<file path="src/rtl/bram_stream_reader_pkg.sv">
// -----------------------------------------------------------------------------
// bram_stream_reader_pkg
// Shared definitions for the BRAM read-side sequencer and its skid FIFO:
//   - default data/address widths, shared with the BRAM module
//   - read FIFO depth and the width of its occupancy count
//   - reader FSM state encodings
//   - can_issue(): decides whether another read may be launched
// Optional feature macro used by the reader: BRAM_READER_STRIDE_EN
// -----------------------------------------------------------------------------
package bram_stream_reader_pkg;

   localparam int DEFAULT_RAM_WIDTH  = 8;
   localparam int DEFAULT_NB_ADDRESS = 10;

   // Two slots: one word in flight from the BRAM plus one registered head.
   localparam int RD_FIFO_DEPTH = 2;
   localparam int RD_FIFO_CNT_W = 2;

   typedef enum logic [1:0] {
      ST_IDLE  = 2'd0,
      ST_RUN   = 2'd1,
      ST_DRAIN = 2'd2
   } rd_state_t;

   // A read may issue when the words already held or in flight, less the one
   // leaving this cycle, still leave a free FIFO slot. Written as
   // held < depth + pop so the arithmetic never underflows.
   function automatic logic can_issue(
      input logic [RD_FIFO_CNT_W-1:0] fifo_count,
      input logic                     inflight,
      input logic                     pop
   );
      logic [RD_FIFO_CNT_W:0] held;
      logic [RD_FIFO_CNT_W:0] limit;
      held  = {1'b0, fifo_count} + {{RD_FIFO_CNT_W{1'b0}}, inflight};
      limit = (RD_FIFO_CNT_W+1)'(RD_FIFO_DEPTH) + {{RD_FIFO_CNT_W{1'b0}}, pop};
      return (held < limit);
   endfunction

endpackage

</file>
<file path="src/rtl/bram_stream_reader_rd_skid_fifo.sv">
// -----------------------------------------------------------------------------
// rd_skid_fifo
// Two-entry synchronous FIFO that catches BRAM read data and holds the stream
// head stable under back-pressure.
// Ports:
//   i_clk, i_reset        clock, synchronous active-high reset
//   i_push, i_push_data   write one word (ignored when full and not popping)
//   i_pop                 remove the head word (ignored when empty)
//   o_count               number of words held (0..2)
//   o_head                oldest word; zero after reset
//   o_empty               no words held
// -----------------------------------------------------------------------------
module rd_skid_fifo
   import bram_stream_reader_pkg::*;
#(
   parameter int WIDTH = DEFAULT_RAM_WIDTH
) (
   input  logic                     i_clk,
   input  logic                     i_reset,
   input  logic                     i_push,
   input  logic [WIDTH-1:0]         i_push_data,
   input  logic                     i_pop,
   output logic [RD_FIFO_CNT_W-1:0] o_count,
   output logic [WIDTH-1:0]         o_head,
   output logic                     o_empty
);

   logic [WIDTH-1:0]         mem_q [RD_FIFO_DEPTH];
   logic [WIDTH-1:0]         mem_d [RD_FIFO_DEPTH];
   logic                     rd_ptr_q, rd_ptr_d;
   logic                     wr_ptr_q, wr_ptr_d;
   logic [RD_FIFO_CNT_W-1:0] count_q, count_d;
   logic                     push_s, pop_s;

   // Next-state for storage, pointers and occupancy.
   always_comb begin
      mem_d    = mem_q;
      rd_ptr_d = rd_ptr_q;
      wr_ptr_d = wr_ptr_q;
      count_d  = count_q;
      pop_s    = i_pop && (count_q != RD_FIFO_CNT_W'(0));
      // A push into a full FIFO is only legal when the head leaves together.
      push_s   = i_push && ((count_q != RD_FIFO_CNT_W'(RD_FIFO_DEPTH)) || pop_s);

      if (push_s) begin
         mem_d[wr_ptr_q] = i_push_data;
         wr_ptr_d        = ~wr_ptr_q;
      end else begin
         wr_ptr_d = wr_ptr_q;
      end

      if (pop_s) begin
         rd_ptr_d = ~rd_ptr_q;
      end else begin
         rd_ptr_d = rd_ptr_q;
      end

      case ({push_s, pop_s})
         2'b10:   count_d = count_q + RD_FIFO_CNT_W'(1);
         2'b01:   count_d = count_q - RD_FIFO_CNT_W'(1);
         default: count_d = count_q;
      endcase
   end

   // FIFO state registers.
   always_ff @(posedge i_clk) begin
      if (i_reset) begin
         for (int i = 0; i < RD_FIFO_DEPTH; i++) begin
            mem_q[i] <= {WIDTH{1'b0}};
         end
         rd_ptr_q <= 1'b0;
         wr_ptr_q <= 1'b0;
         count_q  <= RD_FIFO_CNT_W'(0);
      end else begin
         mem_q    <= mem_d;
         rd_ptr_q <= rd_ptr_d;
         wr_ptr_q <= wr_ptr_d;
         count_q  <= count_d;
      end
   end

   assign o_count = count_q;
   assign o_head  = mem_q[rd_ptr_q];
   assign o_empty = (count_q == RD_FIFO_CNT_W'(0));

endmodule

</file>
<file path="src/rtl/bram_stream_reader.sv">
// -----------------------------------------------------------------------------
// bram_stream_reader
// Read-side sequencer for the line/pixel BRAM. Walks the BRAM read port from a
// base address for a given word count, absorbs the one-cycle read latency and
// presents the words as a valid/ready stream.
// Optional feature: define BRAM_READER_STRIDE_EN to add i_stride (latched on
// start) as the address increment; otherwise the increment is 1.
// Ports:
//   i_CLK, i_reset     clock, synchronous active-high reset
//   i_start            start request, honoured only in IDLE
//   i_baseAdd          first read address
//   i_length           number of words (0..2^NB_ADDRESS); 0 just pulses o_done
//   i_stride           address increment (BRAM_READER_STRIDE_EN only)
//   o_readAdd          BRAM read address, straight from the pointer register
//   i_data             BRAM registered read data
//   o_data, o_valid    stream output
//   i_ready            stream ready from the consumer
//   o_busy             not IDLE
//   o_done             one-cycle pulse after the last word leaves
// -----------------------------------------------------------------------------
module bram_stream_reader
   import bram_stream_reader_pkg::*;
#(
   parameter int RAM_WIDTH  = DEFAULT_RAM_WIDTH,
   parameter int NB_ADDRESS = DEFAULT_NB_ADDRESS,
   parameter int NB_COUNT   = NB_ADDRESS + 1
) (
   input  logic                  i_CLK,
   input  logic                  i_reset,
   input  logic                  i_start,
   input  logic [NB_ADDRESS-1:0] i_baseAdd,
   input  logic [NB_COUNT-1:0]   i_length,
`ifdef BRAM_READER_STRIDE_EN
   input  logic [NB_ADDRESS-1:0] i_stride,
`endif
   output logic [NB_ADDRESS-1:0] o_readAdd,
   input  logic [RAM_WIDTH-1:0]  i_data,
   output logic [RAM_WIDTH-1:0]  o_data,
   output logic                  o_valid,
   input  logic                  i_ready,
   output logic                  o_busy,
   output logic                  o_done
);

   rd_state_t                state_q, state_d;
   logic [NB_ADDRESS-1:0]    ptr_q, ptr_d;
   logic [NB_COUNT-1:0]      remain_q, remain_d;
   logic                     inflight_q, inflight_d;
   logic                     done_q, done_d;
`ifdef BRAM_READER_STRIDE_EN
   logic [NB_ADDRESS-1:0]    stride_q, stride_d;
`endif
   logic [NB_ADDRESS-1:0]    step_s;
   logic [RD_FIFO_CNT_W-1:0] fifo_count_s;
   logic                     fifo_empty_s;
   logic                     pop_s;
   logic                     issue_s;

`ifdef BRAM_READER_STRIDE_EN
   assign step_s = stride_q;
`else
   assign step_s = NB_ADDRESS'(1);
`endif

   assign pop_s   = ~fifo_empty_s & i_ready;
   assign issue_s = (state_q == ST_RUN) && (remain_q != NB_COUNT'(0))
                    && can_issue(fifo_count_s, inflight_q, pop_s);

   // Sequencer next-state: start handling, read issue and completion.
   always_comb begin
      state_d    = state_q;
      ptr_d      = ptr_q;
      remain_d   = remain_q;
      inflight_d = 1'b0;
      done_d     = 1'b0;
`ifdef BRAM_READER_STRIDE_EN
      stride_d   = stride_q;
`endif
      case (state_q)
         ST_IDLE: begin
            if (i_start) begin
               if (i_length == NB_COUNT'(0)) begin
                  // Empty transfer: report completion without touching memory.
                  done_d = 1'b1;
               end else begin
                  state_d  = ST_RUN;
                  ptr_d    = i_baseAdd;
                  remain_d = i_length;
`ifdef BRAM_READER_STRIDE_EN
                  stride_d = i_stride;
`endif
               end
            end else begin
               state_d = ST_IDLE;
            end
         end
         ST_RUN: begin
            if (issue_s) begin
               // Pointer wraps silently modulo the BRAM size.
               ptr_d      = ptr_q + step_s;
               remain_d   = remain_q - NB_COUNT'(1);
               inflight_d = 1'b1;
               if (remain_q == NB_COUNT'(1)) begin
                  state_d = ST_DRAIN;
               end else begin
                  state_d = ST_RUN;
               end
            end else if (remain_q == NB_COUNT'(0)) begin
               state_d = ST_DRAIN;
            end else begin
               state_d = ST_RUN;
            end
         end
         ST_DRAIN: begin
            // Finished once nothing is in flight and the last held word leaves.
            if (!inflight_q && (fifo_empty_s ||
                ((fifo_count_s == RD_FIFO_CNT_W'(1)) && pop_s))) begin
               state_d = ST_IDLE;
               done_d  = 1'b1;
            end else begin
               state_d = ST_DRAIN;
            end
         end
         default: begin
            state_d = ST_IDLE;
         end
      endcase
   end

   // Sequencer registers.
   always_ff @(posedge i_CLK) begin
      if (i_reset) begin
         state_q    <= ST_IDLE;
         ptr_q      <= NB_ADDRESS'(0);
         remain_q   <= NB_COUNT'(0);
         inflight_q <= 1'b0;
         done_q     <= 1'b0;
`ifdef BRAM_READER_STRIDE_EN
         stride_q   <= NB_ADDRESS'(0);
`endif
      end else begin
         state_q    <= state_d;
         ptr_q      <= ptr_d;
         remain_q   <= remain_d;
         inflight_q <= inflight_d;
         done_q     <= done_d;
`ifdef BRAM_READER_STRIDE_EN
         stride_q   <= stride_d;
`endif
      end
   end

   // The word read last cycle is on i_data now; capture it while inflight.
   rd_skid_fifo #(
      .WIDTH (RAM_WIDTH)
   ) u_fifo (
      .i_clk       (i_CLK),
      .i_reset     (i_reset),
      .i_push      (inflight_q),
      .i_push_data (i_data),
      .i_pop       (pop_s),
      .o_count     (fifo_count_s),
      .o_head      (o_data),
      .o_empty     (fifo_empty_s)
   );

   assign o_readAdd = ptr_q;
   assign o_valid   = ~fifo_empty_s;
   assign o_busy    = (state_q != ST_IDLE);
   assign o_done    = done_q;

endmodule

</file>
<file path="config.mk">
export PLATFORM = sky130hd
export DESIGN_NAME = bram_stream_reader
export DESIGN_NICKNAME = d
export VERILOG_FILES = /design/src/rtl/bram_stream_reader_pkg.sv /design/src/rtl/bram_stream_reader_rd_skid_fifo.sv /design/src/rtl/bram_stream_reader.sv
export SDC_FILE = /design/constraint.sdc
export NUM_CORES = 1
export LEC_CHECK = 0
export BUFFER_PORTS_ARGS = -buffer_cell sky130_fd_sc_hd__buf_2
export CAP_MARGIN = 30
export CORE_UTILIZATION = 55
export DETAILED_ROUTE_END_ITERATION = 16
export GPL_TIMING_DRIVEN = 1
export PLACE_DENSITY_LB_ADDON = 0.15
export SYNTH_ARGS = -nofsm -noshare
export SYNTH_HDL_FRONTEND = slang
export SYNTH_HIERARCHICAL = 1
export SYNTH_SLANG_ARGS = --single-unit
export TNS_END_PERCENT = 5
</file>
<file path="constraint.sdc">
create_clock -name i_CLK -period 2.9 [get_ports i_CLK]
set_input_delay 0.29 -clock i_CLK [delete_from_list [all_inputs] [get_ports i_CLK]]
set_output_delay 0.29 -clock i_CLK [all_outputs]
set_load 0.02 [all_outputs]
</file>
Yosys cells after proc, flatten, opt, wreduce, memory -nomap -nowiden. Index checks and enable logic that the tools add are counted.

Register bits after elaboration: 45. Input port bits: 33. Output and inout bits: 21.

$add $sub $neg: 6. $lt $le $gt $ge: 4. Equality and inequality tests: 11. Multiplexer cells: 27. Bitwise operators: 7. Reductions and logical operators: 21.

Operators by type and width (number): 11-bit two-way mux (3); 8-bit two-way mux (4); 10-bit two-way mux (3); 11-bit zero test (2); 11-bit one-hot mux with 2 select lines (1); 10-bit one-hot mux with 2 select lines (1); 16-bit bitwise mux (1); 2-bit two-way mux (6); 11-bit by 1-bit equality test with 1-bit output, second input constant (1); 11-bit nonzero test (1); 11-bit by 1-bit subtractor with 11-bit output, second input constant (1); 10-bit by 1-bit adder with 10-bit output, second input constant (1); 8-bit demux with 1-bit select (1); 2-bit inequality test, second input constant (4); 2-bit nonzero test (4); 1-bit logical AND (7); 2-bit by 1-bit equality test with 1-bit output, second input constant (3); 2-bit one-hot mux with 3 select lines (1); 2-bit equality test, second input constant (2); 2-bit >= comparator, second input constant (2); 2-bit zero test (2); 1-bit two-way mux (4); 1-bit NOT (4); 1-bit NOT with 2-bit output (2); 14 further kinds (15).

Depth between registers and ports, before layout.
Word-level depth: 8. Depth in mapped cells: 8. Depth with buffers taken out: 8.

Cells and area by module. The synthesis kept the hierarchy.

By module, submodules not included: bram_stream_reader (times used 1, cells each 210, area an instance 1709.1 µm², seq. area each 500.5 µm²); rd_skid_fifo (times used 1, cells each 100, area an instance 950.9 µm², seq. area each 400.4 µm²).

Least setup slack after synthesis. Ideal clock, no wire load.

Kind: register to register. From: register u_fifo.count_q[0] (netlist: u_fifo/o_count[0]). To: register remain_q[4]. Setup time: 0.140 ns. Arrival: 1.951 ns. Data required time: 2.760 ns. Path slack: 0.809 ns. Stages on the path, launching flop included: 8. Clock period less this slack: 2.091 ns. Cell sequence: dfxtp_1 -> ha_1 -> or3b_1 -> a211o_1 -> o21a_4 -> buf_12 -> o21ai_2 -> a21oi_2.

Word-level cells in the longest chain between the ends: 8. Elaborated cells between the ends (all ways): 9. Those cells by class: add/sub: 2; order compare: 1; eq/ne: 1; bitwise: 2; reduce/logical: 3.

RTL lines: start: declaration (line bram_stream_reader_rd_skid_fifo.sv:32) `logic [RD_FIFO_CNT_W-1:0] count_q, count_d;`; start signal: assignment (line bram_stream_reader_rd_skid_fifo.sv:78) `count_q <= count_d;`; 2-bit zero test (line bram_stream_reader_rd_skid_fifo.sv:84) `assign o_empty = (count_q == RD_FIFO_CNT_W'(0));`; 1-bit NOT (line bram_stream_reader.sv:65) `assign pop_s = ~fifo_empty_s & i_ready;`; 1-bit AND (line bram_stream_reader.sv:65); 2-bit by 1-bit adder with 3-bit output (line bram_stream_reader_pkg.sv:36) `limit = (RD_FIFO_CNT_W+1)'(RD_FIFO_DEPTH) + {{RD_FIFO_CNT_W{1'b0}}, pop};`; 3-bit < comparator * (line bram_stream_reader_pkg.sv:37) `return (held < limit);`; 1-bit logical AND * (line bram_stream_reader.sv:67) `&& can_issue(fifo_count_s, inflight_q, pop_s);`; 2-bit inequality test (no line) *; 4-bit AND reduction (no line) *; end signal: assignment (line bram_stream_reader.sv:144) `remain_q <= remain_d;`; end: declaration (line bram_stream_reader.sv:47) `logic [NB_COUNT-1:0] remain_q, remain_d;`.

Every way passes the cells marked *; elsewhere a longest branch is shown, timed or not. A chain may end at the register's enable or synchronous reset.

Worst setup path in the final report.
From: register u_fifo.count_q[0] (netlist: u_fifo/o_count[0]). To: register remain_q[0].

The elaborated chain is that of the path after synthesis.

==> impl_metrics.env <==
export IMPL_status="finished, final reports clean"
export IMPL_avgSynthCellArea_um2=8.581
export IMPL_min_path_type="in -> reg"
export IMPL_slowest_stage="dfxtp_1"
export IMPL_leakage_nw=1.222
export IMPL_cts_buffer_depth=2
export IMPL_ys_warn_count=6
export IMPL_die_area_mm2=0.005119
export IMPL_start_util=0.5906
export IMPL_post_dp_cell_area_mm2=0.002924
export IMPL_critPathTopFamily="compound AO/OA/AOI/OAI gates"
export IMPL_slowest_delay_ns=0.49
export IMPL_port_buffers=53
export IMPL_synth_edf_count=0
export IMPL_rows=24
export IMPL_crit_chain="ha_1 > or3b_1 > a211o_1 > o21ai_2 > buf_4 > o21ai_0 > a221oi_2"
export IMPL_synth_cell_type_count=51
export IMPL_rsz0062_at_grt="no"
export IMPL_coreArea_mm2=0.004504
export IMPL_gr_total_overflow=0
export IMPL_required_ns=3.12
export IMPL_first_iter_violations=85
export IMPL_track_usage=0.2389
export IMPL_routed_wl_um=5696
export IMPL_fin_worst_skew_ns=0.005788
export IMPL_clk_pin_slew_ns=0.09
export IMPL_grt_pass1_wl_um=9832
export IMPL_cts_tree="yes"
export IMPL_final_max_slew_viol_count=0
export IMPL_slew_headroom=0.4983
export IMPL_hold_violations=0
export IMPL_cts_made_buffers=5
export IMPL_cp_arrival_ns=2.64
export IMPL_place_congestion=0.7921
export IMPL_die_w_um=71.55
export IMPL_ys_seq_area_frac=0.3387
export IMPL_avgViaCountPerCell=5.732
export IMPL_antenna_found_initial=0
export IMPL_ir_drop_mv=0.3851
export IMPL_critPathLaunchType="flop"
export IMPL_drive_gt1_frac=0.2925
export IMPL_synth_area_mm2=0.002660
export IMPL_synthFlopType="dfxtp_1"
export IMPL_p_per_area_mw_per_mm2=610.9
export IMPL_crit_fanout=22
export IMPL_finalCritPeriodShare=0.8342
export IMPL_wl_per_cell_um=13.86
export IMPL_regToRegSetupSlack_ns=0.48
export IMPL_diodes=0
export IMPL_first_pass_iters=4
export IMPL_nets=398
export IMPL_place_hpwl_um=3899
export IMPL_postCtsResizedCells=0
export IMPL_criticalPathCategory="reg -> reg"
export IMPL_final_area_mm2=0.003035
export IMPL_worst_setup_path_end_kind="flop"
export IMPL_cap_violations=0
export IMPL_period_needed_ns=2.419
export IMPL_drcViolationCount=0
export IMPL_grt_pass1_vias=2285
export IMPL_timing_fmax_mhz=413.3
export IMPL_io_pins=54
export IMPL_area_growth_syn_to_layout_pct=14.11
export IMPL_path_buf_inv=1
export IMPL_die_y_um=71.55
export IMPL_netlist_instances=310
export IMPL_async_flop_share=0
export IMPL_syn_nets=350
export IMPL_via_count=2356
export IMPL_grt_max_degree=47
export IMPL_cts_sinks=45
export IMPL_final_antenna_net_count=0
export IMPL_worstMarginPinSlew_ns=0.7526
export IMPL_post_cts_buffers=0
export IMPL_cts_hold_buffers=0
export IMPL_fin_tns_setup_ns=0
export IMPL_setup_viol=0
export IMPL_root_buffer="clkbuf_8"
export IMPL_synth_seq_cells=45
export IMPL_h_tree_depth=2
export IMPL_clk_latency_ns=0.30
[cell type report]
class	count	area, µm²
clock inverters	2	38.79
inverters	6	22.52
well taps	52	65.06
repair buffers	58	302.8
fillers	391	1469
clock buffers	6	72.57
flip-flops and latches	45	900.9
multi-input cells	242	1633
[flip-flops by register name (all words and copies together), names as in the netlist, 2 cells and up]
signal          cells
state_q             2
u_fifo/o_count      2
u_fifo/mem_q       16
remain_q           11
o_readAdd          10
[power breakdown]
part | switching (mW) | internal, mW | total (mW)
clock | 0.218 | 0.259 | 0.476
sequential | 0.0801 | 0.687 | 0.767
combinational | 0.371 | 0.239 | 0.611
[worst register-to-register path, cell delays in order, from the launching register on]
cell and delay, ns:
dfxtp_1 0.49, ha_1 0.29, or3b_1 0.34, a211o_1 0.36
o21ai_2 0.14, buf_4 0.27, o21ai_0 0.17, a221oi_2 0.27
[cells in the mapped netlist, types with 2 or more instances]
library cell,count,area [µm²]
clkbuf_1,11,41.29
nor2_1,15,56.30
o31ai_1,3,22.52
buf_6,3,33.78
or4_4,2,22.52
o32ai_1,4,35.03
o41ai_1,2,17.52
nor2b_1,10,62.56
nor3b_1,2,15.01
a311oi_2,2,30.03
nand2b_1,25,156.4
nor3_1,8,40.04
nand2_1,35,131.4
o21ai_0,24,120.1
and3_1,3,18.77
and4_1,3,26.28
nand4_1,3,18.77
nor4_1,2,12.51
a21oi_2,11,96.34
mux2i_1,8,80.08
o31a_1,2,17.52
dfxtp_1,45,900.9
nand3_1,3,15.01
xnor2_1,2,17.52
o21ai_2,12,105.1
or3b_1,2,17.52
a211oi_2,2,25.02
or3_1,4,25.02
mux2_2,8,90.09
ha_1,7,87.58
nand3b_1,2,15.01
a21oi_1,20,100.1
inv_1,6,22.52
o21a_1,2,15.01
[per-stage QoR]
step	utilization	hold slack [ns]	total power, mW	setup WS [ns]	instances
floorplan	-	0.4452	1.259	0.8089	310
global placement	0.6492	0.4548	1.377	0.5636	403
detailed placement	0.6492	0.4670	1.390	0.4930	403
CTS	0.6739	0.2596	1.868	0.4460	411
global route	0.6739	0.2627	1.970	0.2874	411
finish	0.6739	0.2624	1.854	0.4807	411
[cells in the final DEF (no fill, tap or decap), types with 4 or more instances in the layout]
master and instances:
dfxtp_1 45, mux2i_1 8, nor3_1 8, o21ai_2 12, buf_2 53, o32ai_1 4, inv_1 6, nand2b_1 25
ha_1 7, mux2_2 8, o21ai_0 24, clkbuf_8 5, nand2_1 35, a21oi_2 11, or3_1 4, buf_4 5
nor2b_1 10, nor2_1 15, a21oi_1 20
[per-layer routing]
metal  global-route usage  wire (µm)  vias to the layer above
met5                    0          0                        -
met3              0.04219        210                        7
met1               0.2822       2595                     1092
met4              0.08061         71                        0
li1                     -          -                     1214
met2               0.4370       2818                       43
[kinds of logic after synthesis]
group | share of synthesized area
compound gates | 0.2611
xor+xnor | 0.009880
fa+ha+maj | 0.03292
buf+inv | 0.04750
flops | 0.3387
mux | 0.06397
simple gates | 0.2460
[final timing paths]
| kind | startpoint | to | cells after the start |
|---|---|---|---|
| min | i_data[1] | u_fifo/mem_q[1]$_SDFFE_PP0P_ | 3 |
| max | u_fifo/o_count[0]$_SDFFE_PP0P_ | remain_q[0]$_SDFFE_PP0P_ | 7 |
| max reg2reg | u_fifo/o_count[0]$_SDFFE_PP0P_ | remain_q[0]$_SDFFE_PP0P_ | 7 |
| min reg2reg | remain_q[7]$_SDFFE_PP0P_ | remain_q[7]$_SDFFE_PP0P_ | 2 |
(Power assumes the default switching activity.)
